File: src/rtl/srv1_pkg.sv
// Shared fetch-path types for the SRV1 core: FSM states, prefetch entry, NOP encoding.
// No logic here; imported by the fetch unit and its queue.
package srv1_pkg;

    typedef enum logic [1:0] {
        IDLE  = 2'd0,
        FETCH = 2'd1,
        DROP  = 2'd2
    } fetch_state_t;

    localparam logic [31:0] INST_NOP = 32'h0000_0013;

    typedef struct packed {
        logic [31:0] word;
        logic [31:0] pc;
    } fetch_entry_t;

endpackage

File: src/rtl/fetch_queue.sv
// Prefetch FIFO of {word, pc}; head read straight from storage, so a push is visible the cycle after.
// Push is ignored when full unless a pop frees a slot in the same cycle; flush wins over push and pop.
module fetch_queue
    import srv1_pkg::*;
#(
    parameter int DEPTH = 2
) (
    input  logic                    clk,
    input  logic                    rst,
    input  logic                    push_i,
    input  logic                    pop_i,
    input  logic                    flush_i,
    input  fetch_entry_t            wdata_i,
    output fetch_entry_t            rdata_o,
    output logic                    full_o,
    output logic                    empty_o,
    output logic [$clog2(DEPTH):0]  count_o
);

    localparam int AW = $clog2(DEPTH);

    fetch_entry_t    mem_q [DEPTH];
    logic [AW-1:0]   wr_ptr_q;
    logic [AW-1:0]   rd_ptr_q;
    logic [AW:0]     count_q;
    logic            do_push;
    logic            do_pop;

    assign empty_o = (count_q == '0);
    assign full_o  = (count_q == (AW+1)'(DEPTH));
    assign count_o = count_q;
    assign do_pop  = pop_i && !empty_o;
    assign do_push = push_i && (!full_o || do_pop);

    always_ff @(posedge clk or posedge rst) begin
        if (rst) begin
            wr_ptr_q <= '0;
            rd_ptr_q <= '0;
            count_q  <= '0;
        end else if (flush_i) begin
            wr_ptr_q <= '0;
            rd_ptr_q <= '0;
            count_q  <= '0;
        end else begin
            if (do_push) begin
                wr_ptr_q <= wr_ptr_q + AW'(1);
            end
            if (do_pop) begin
                rd_ptr_q <= rd_ptr_q + AW'(1);
            end
            count_q <= count_q + (AW+1)'(do_push) - (AW+1)'(do_pop);
        end
    end

    // Storage needs no reset: the head is only consumed while count_q is non-zero.
    always_ff @(posedge clk) begin
        if (do_push && !flush_i) begin
            mem_q[wr_ptr_q] <= wdata_i;
        end
    end

    assign rdata_o = mem_q[rd_ptr_q];

endmodule

File: src/rtl/inst_fetch_unit.sv
// SRV1 fetch: one outstanding word read into a DEPTH-entry queue, ack-to-decode latency 1, stalls on full queue or bus_lock.
// SRV1_FETCH_MISALIGN_TRAP_EN adds fetch_fault for misaligned redirects; otherwise the low target bits are masked.
module inst_fetch_unit
    import srv1_pkg::*;
#(
    parameter logic [31:0] RESET_PC = 32'h0000_0000,
    parameter int          DEPTH    = 2
) (
    input  logic        clk,
    input  logic        rst,
    output logic        bus_req,
    output logic [31:0] bus_addr,
    input  logic        bus_ack,
    input  logic [31:0] bus_rdata,
    input  logic        bus_lock,
    input  logic        redirect,
    input  logic [31:0] redirect_pc,
    output logic        inst_valid,
    input  logic        inst_ready,
    output logic [31:0] inst,
    output logic [31:0] inst_pc
`ifdef SRV1_FETCH_MISALIGN_TRAP_EN
   ,output logic        fetch_fault
`endif
);

    localparam int CW = $clog2(DEPTH) + 1;

    fetch_state_t  state_q;
    fetch_state_t  state_d;
    logic [31:0]   fetch_pc_q;
    logic [31:0]   fetch_pc_d;
    logic [31:0]   drop_addr_q;
    logic [31:0]   drop_addr_d;

    logic          q_push;
    logic          q_pop;
    logic          q_full;
    logic          q_empty;
    logic [CW-1:0] q_count;
    fetch_entry_t  q_wdata;
    fetch_entry_t  q_head;

    logic          fault_blk;
    logic          room_now;
    logic          room_after_push;
    logic [CW:0]   occ_after_push;
    logic          can_start;
    logic          can_continue;

    assign q_pop           = !q_empty && inst_ready;
    assign room_now        = !q_full || q_pop;
    assign occ_after_push  = {1'b0, q_count} + (CW+1)'(1) - (CW+1)'(q_pop);
    assign room_after_push = (occ_after_push < (CW+1)'(DEPTH));

    // can_start decides a request this cycle; can_continue decides one for the cycle after an ack.
    assign can_start    = room_now && !bus_lock && !redirect && !fault_blk && !rst;
    assign can_continue = room_after_push && !bus_lock && !redirect && !fault_blk;

    assign q_wdata = '{word: bus_rdata, pc: fetch_pc_q};

    always_comb begin
        state_d     = state_q;
        fetch_pc_d  = fetch_pc_q;
        drop_addr_d = drop_addr_q;
        bus_req     = 1'b0;
        bus_addr    = fetch_pc_q;
        q_push      = 1'b0;

        case (state_q)
            IDLE: begin
                bus_req = can_start;
                if (can_start) begin
                    if (bus_ack) begin
                        q_push     = 1'b1;
                        fetch_pc_d = fetch_pc_q + 32'd4;
                        state_d    = can_continue ? FETCH : IDLE;
                    end else begin
                        state_d = FETCH;
                    end
                end
            end
            FETCH: begin
                bus_req = 1'b1;
                if (bus_ack) begin
                    if (!redirect) begin
                        q_push     = 1'b1;
                        fetch_pc_d = fetch_pc_q + 32'd4;
                    end
                    state_d = can_continue ? FETCH : IDLE;
                end else if (redirect) begin
                    drop_addr_d = fetch_pc_q;
                    state_d     = DROP;
                end
            end
            DROP: begin
                // The abandoned request keeps its address until the bus acks it.
                bus_req  = 1'b1;
                bus_addr = drop_addr_q;
                if (bus_ack) begin
                    state_d = can_start ? FETCH : IDLE;
                end
            end
            default: begin
                state_d = IDLE;
            end
        endcase

        if (redirect) begin
            fetch_pc_d = {redirect_pc[31:2], 2'b00};
        end
    end

    always_ff @(posedge clk or posedge rst) begin
        if (rst) begin
            state_q     <= IDLE;
            fetch_pc_q  <= RESET_PC;
            drop_addr_q <= RESET_PC;
        end else begin
            state_q     <= state_d;
            fetch_pc_q  <= fetch_pc_d;
            drop_addr_q <= drop_addr_d;
        end
    end

`ifdef SRV1_FETCH_MISALIGN_TRAP_EN
    logic fault_q;

    always_ff @(posedge clk or posedge rst) begin
        if (rst) begin
            fault_q <= 1'b0;
        end else if (redirect) begin
            fault_q <= (redirect_pc[1:0] != 2'b00);
        end
    end

    assign fetch_fault = fault_q;
    assign fault_blk   = fault_q;
`else
    logic unused_pc_lsb;

    assign unused_pc_lsb = ^redirect_pc[1:0];
    assign fault_blk     = 1'b0;
`endif

    fetch_queue #(
        .DEPTH (DEPTH)
    ) u_queue (
        .clk     (clk),
        .rst     (rst),
        .push_i  (q_push),
        .pop_i   (q_pop),
        .flush_i (redirect),
        .wdata_i (q_wdata),
        .rdata_o (q_head),
        .full_o  (q_full),
        .empty_o (q_empty),
        .count_o (q_count)
    );

    assign inst_valid = !q_empty;
    assign inst       = q_empty ? INST_NOP : q_head.word;
    assign inst_pc    = q_empty ? 32'h0 : q_head.pc;

endmodule

File: config.mk
export PLATFORM = sky130hd
export DESIGN_NAME = inst_fetch_unit
export DESIGN_NICKNAME = d
export VERILOG_FILES = /design/src/rtl/srv1_pkg.sv /design/src/rtl/fetch_queue.sv /design/src/rtl/inst_fetch_unit.sv
export SDC_FILE = /design/constraint.sdc
export NUM_CORES = 1
export LEC_CHECK = 0
export CORE_MARGIN = 4
export CORE_UTILIZATION = 56
export CTS_CLUSTER_SIZE = 40
export DETAILED_ROUTE_END_ITERATION = 10
export GPL_TIMING_DRIVEN = 0
export PLACE_DENSITY = 0.95
export SETUP_SLACK_MARGIN = 0.5
export SKIP_LAST_GASP = 1
export SYNTH_ARGS = -nofsm -noshare
export SYNTH_HDL_FRONTEND = slang
export SYNTH_SLANG_ARGS = --single-unit
File: constraint.sdc
create_clock -name clk -period 6.5 [get_ports clk]
set_clock_uncertainty 0.05 [all_clocks]
set_input_delay 1.625 -clock clk [delete_from_list [all_inputs] [get_ports clk]]
set_output_delay 1.625 -clock clk [all_outputs]
set_load 0.02 [all_outputs]
==> summary.txt <==
CTS
  – Clock Sinks: 190
  – Hold buffer count at CTS: 0
  – H-tree Lvls: 4
  – Cts bufs inserted: 17
  – Clk Latency, worst-skew pair: 0.42 ns
  – CTS Buffer Depth: 2
  – Clock-pin slew on the worst setup and hold paths: 0.07 ns
  – Post_cts resized: 0
  – CTS root buf: clkbuf_16
  – Setup bufs post-CTS: 0
  – CTS tree: done

GRT
  – Vias in the first global route: 5,820
  – Largest net degree at the start of global routing: 63
  – Aggregate global routing overflow: 0
  – First-pass GRT wire length: 30.4 mm
  – Antenna violations before repair: 0
  – Total GRT Usage: 0.234

Place
  – IO Port Bufs: 160
  – Post-DP HPWL: 13.6 mm
  – RD Place Congestion: 0.856

Timing
  – Final Critical Period: 5.01 ns
  – Relative slew slack: 0.335
  – Slew Viols, Final: 0
  – Unrepaired setup endpoints after global routing: no
  – Setup violators final: 0
  – Final period util: 0.771
  – Worst-margin pin slew: 0.995 ns
  – WHS: 0.448 ns
  – Fin. Hold Viols: 0
  – Max Fclk: 0.200 GHz

Critical path
  – Critical path endpoint category: output pin
  – CP bufs+invs: 2
  – Max FO, Critical Path: 3
  – WS Path Type: primary input to output pin
  – Crit-path cells: clkdlybuf4s50_1 > or3b_2 > nand3_1 > a21oi_1 > clkdlybuf4s50_1
  – CP top delay family: buffers and inverters
  – Most frequent CP cell: clkdlybuf4s50_1
  – Crit path max-delay cell type: clkdlybuf4s50_1
  – CP arrival: 3.34 ns
  – Max incr delay on CP: 0.54 ns
  – Startpoint Class: primary input
  – Critical Path RT: 4.83 ns

Layout
  – Most common cell after layout, fill and taps aside: clkdlybuf4s50_1
  – Multi-input logic area: 0.00279 mm2
  – Layout cell share with drive strength beyond 1: 0.137
  – Final net count: 878
  – Commonest cells after routing, fill and taps aside: clkdlybuf4s50_1 (160), edfxtp_1 (124), nor2_1 (70), dfrtp_1 (66), mux2i_1 (63)
  – Post-layout util: 0.743
  – # fillers: 875
  – Sequential Area: 0.00538 mm2
  – Synthesis-to-finish area growth: 29.6%
  – ANT cells: 0

Status
  – Outcome: completed

Synth
  – Sequential area share after synthesis: 0.645
  – Post-Synthesis Cell Area: 0.00834 mm2
  – Cells after Synth: 616
  – Syn. warnings: 0
  – Flip-flop and latch count after synthesis: 190
  – Post-synthesis average cell area: 13.5 um2
  – Library cells used by synthesis: 41

Routing
  – Remaining DRCs: 0
  – Detail Route Antenna Nets: 0
  – WL/cell: 19.7 um
  – 1st-pass router iterations: 6
  – Detailed-route vias per instance: 5.78
  – DRT Wirelength: 19.7 mm
  – DR iter-0 viols: 605
  – Routed vias: 5,764

Power and ir drop
  – PD cells: 400 mW/mm2
  – Peak supply drop: 225 uV
  – Leak: 0.00391 uW

Floorplan
  – Die X: 130 um
  – Die area: 0.0169 mm2
  – Initial core utilization: 0.574
  – Core ar.: 0.0145 mm2
  – # IOs: 168
  – # rows: 44
  – Die height: 130 um

Flow run
  – Max-Cap Viols: 0

Worst hold path
  – Worst min path class: register to register
[registers in the layout, indices dropped and copies added, names as in the netlist]
name / count
drop_addr_q: 30
fetch_pc_q: 30
state_q: 2
u_queue.count_o: 2
u_queue.mem_q: 124
u_queue.rd_ptr_q: 1
u_queue.wr_ptr_q: 1
[worst register-to-register path: stages (launching register included)]
cell	delay, ns
dfrtp_1	0.43
nor2_1	0.63
inv_1	0.33
nand2_1	0.22
inv_1	0.06
ha_1	0.27
inv_1	0.04
ha_1	0.20
xor2_1	0.20
xnor2_1	0.16
nor2_1	0.07
[power by group]
group	switching (uW)	internal (uW)
clock network	464	541
logic	907	776
registers	127	1500
total	1500	2820
[cell type report]
cell class	instances	share of cell area
Buffer	33	0.0138
Clock buffer	17	0.0394
Sequential cell	190	0.498
Clock inverter	15	0.0138
Tap cell	184	0.0213
Multi-Input combinational cell	384	0.258
Timing Repair Buffer	162	0.152
Inverter	12	0.00417
[metal layers]
layer	GRT usage	share of wire	vias to the layer above
met5	0	0	-
met4	0.0911	0.030	0
met3	0.0450	0.082	61
met2	0.398	0.50	330
met1	0.299	0.39	2779
li1	-	-	2594
[cells in the mapped netlist]
cell / count / area share
o21bai_1: 1 / 0.00090
nor2b_1: 4 / 0.0030
mux2_2: 61 / 0.082
xnor2_1: 4 / 0.0042
xor2_1: 23 / 0.024
o21ai_0: 29 / 0.017
nand3_1: 16 / 0.0096
inv_1: 12 / 0.0054
clkbuf_1: 22 / 0.0099
nor4_4: 1 / 0.0026
buf_4: 4 / 0.0036
mux2i_1: 63 / 0.076
ha_1: 8 / 0.012
or3b_2: 1 / 0.0011
o31ai_1: 1 / 0.00090
nand4_1: 14 / 0.011
buf_1: 4 / 0.0018
nand2b_1: 1 / 0.00075
and4_1: 3 / 0.0032
and3_1: 8 / 0.0060
a21oi_1: 5 / 0.0030
nor3_1: 2 / 0.0012
a31oi_1: 3 / 0.0023
nor4b_4: 1 / 0.0029
and4bb_2: 1 / 0.0015
or3_1: 4 / 0.0030
or4_1: 3 / 0.0027
nand3_2: 2 / 0.0024
and2_1: 4 / 0.0030
o31a_1: 1 / 0.0011
buf_6: 1 / 0.0014
nand2_1: 39 / 0.018
buf_2: 2 / 0.0012
o41ai_1: 1 / 0.0011
edfxtp_1: 124 / 0.45
o21ai_1: 1 / 0.00060
o22ai_1: 2 / 0.0015
nor4_1: 2 / 0.0015
nor2_1: 71 / 0.032
dfrtp_1: 66 / 0.20
conb_1: 1 / 0.00045
[final timing paths]
check	from	endpoint	slack (ns)	depth (start not counted)
worst max-delay path	inst_ready	bus_req	1.49	5
max in group asynchronous	rst	fetch_pc_q[15]	4.09	3
min in group asynchronous	rst	fetch_pc_q[28]	1.68	2
worst max register to register	u_queue.count_o[1]	u_queue.count_o[1]	3.70	10
worst min-delay path	fetch_pc_q[21]	u_queue.mem_q[1][21]	0.45	0
worst min register to register	fetch_pc_q[21]	u_queue.mem_q[1][21]	0.45	0
[logic make-up (layout without fill, tap and decap cells)]
logic type               count (synthesis)  after routing  share of synthesized area
AO/OA/AOI/OAI                           44             44                     0.0287
other                                    1              4                   0.000450
XOR/XNOR                                27             27                     0.0284
buffers and inverters                   45            239                     0.0233
multiplexers                           124            124                      0.158
adder cells (fa/ha/maj)                  8              8                     0.0120
flip-flops                             190            190                      0.645
AND/OR/NAND/NOR                        177            177                      0.104
[per-stage QoR]
step | TNS (ns) | total power, uW | area, um2 | instances | setup WS (ns)
2_1_floorplan | 0 | 2610 | 8350 | 619 | 1.13
3_3_place_gp | -33.92 | 3260 | 10200 | 963 | -0.551
3_5_place_dp | 0 | 3330 | 10200 | 965 | 1.51
4_1_cts | 0 | 4340 | 10800 | 997 | 1.50
5_1_grt | 0 | 4520 | 10800 | 997 | 1.44
6_report | 0 | 4320 | 10800 | 997 | 1.49
Note: power is estimated with default switching activity, not from simulation.
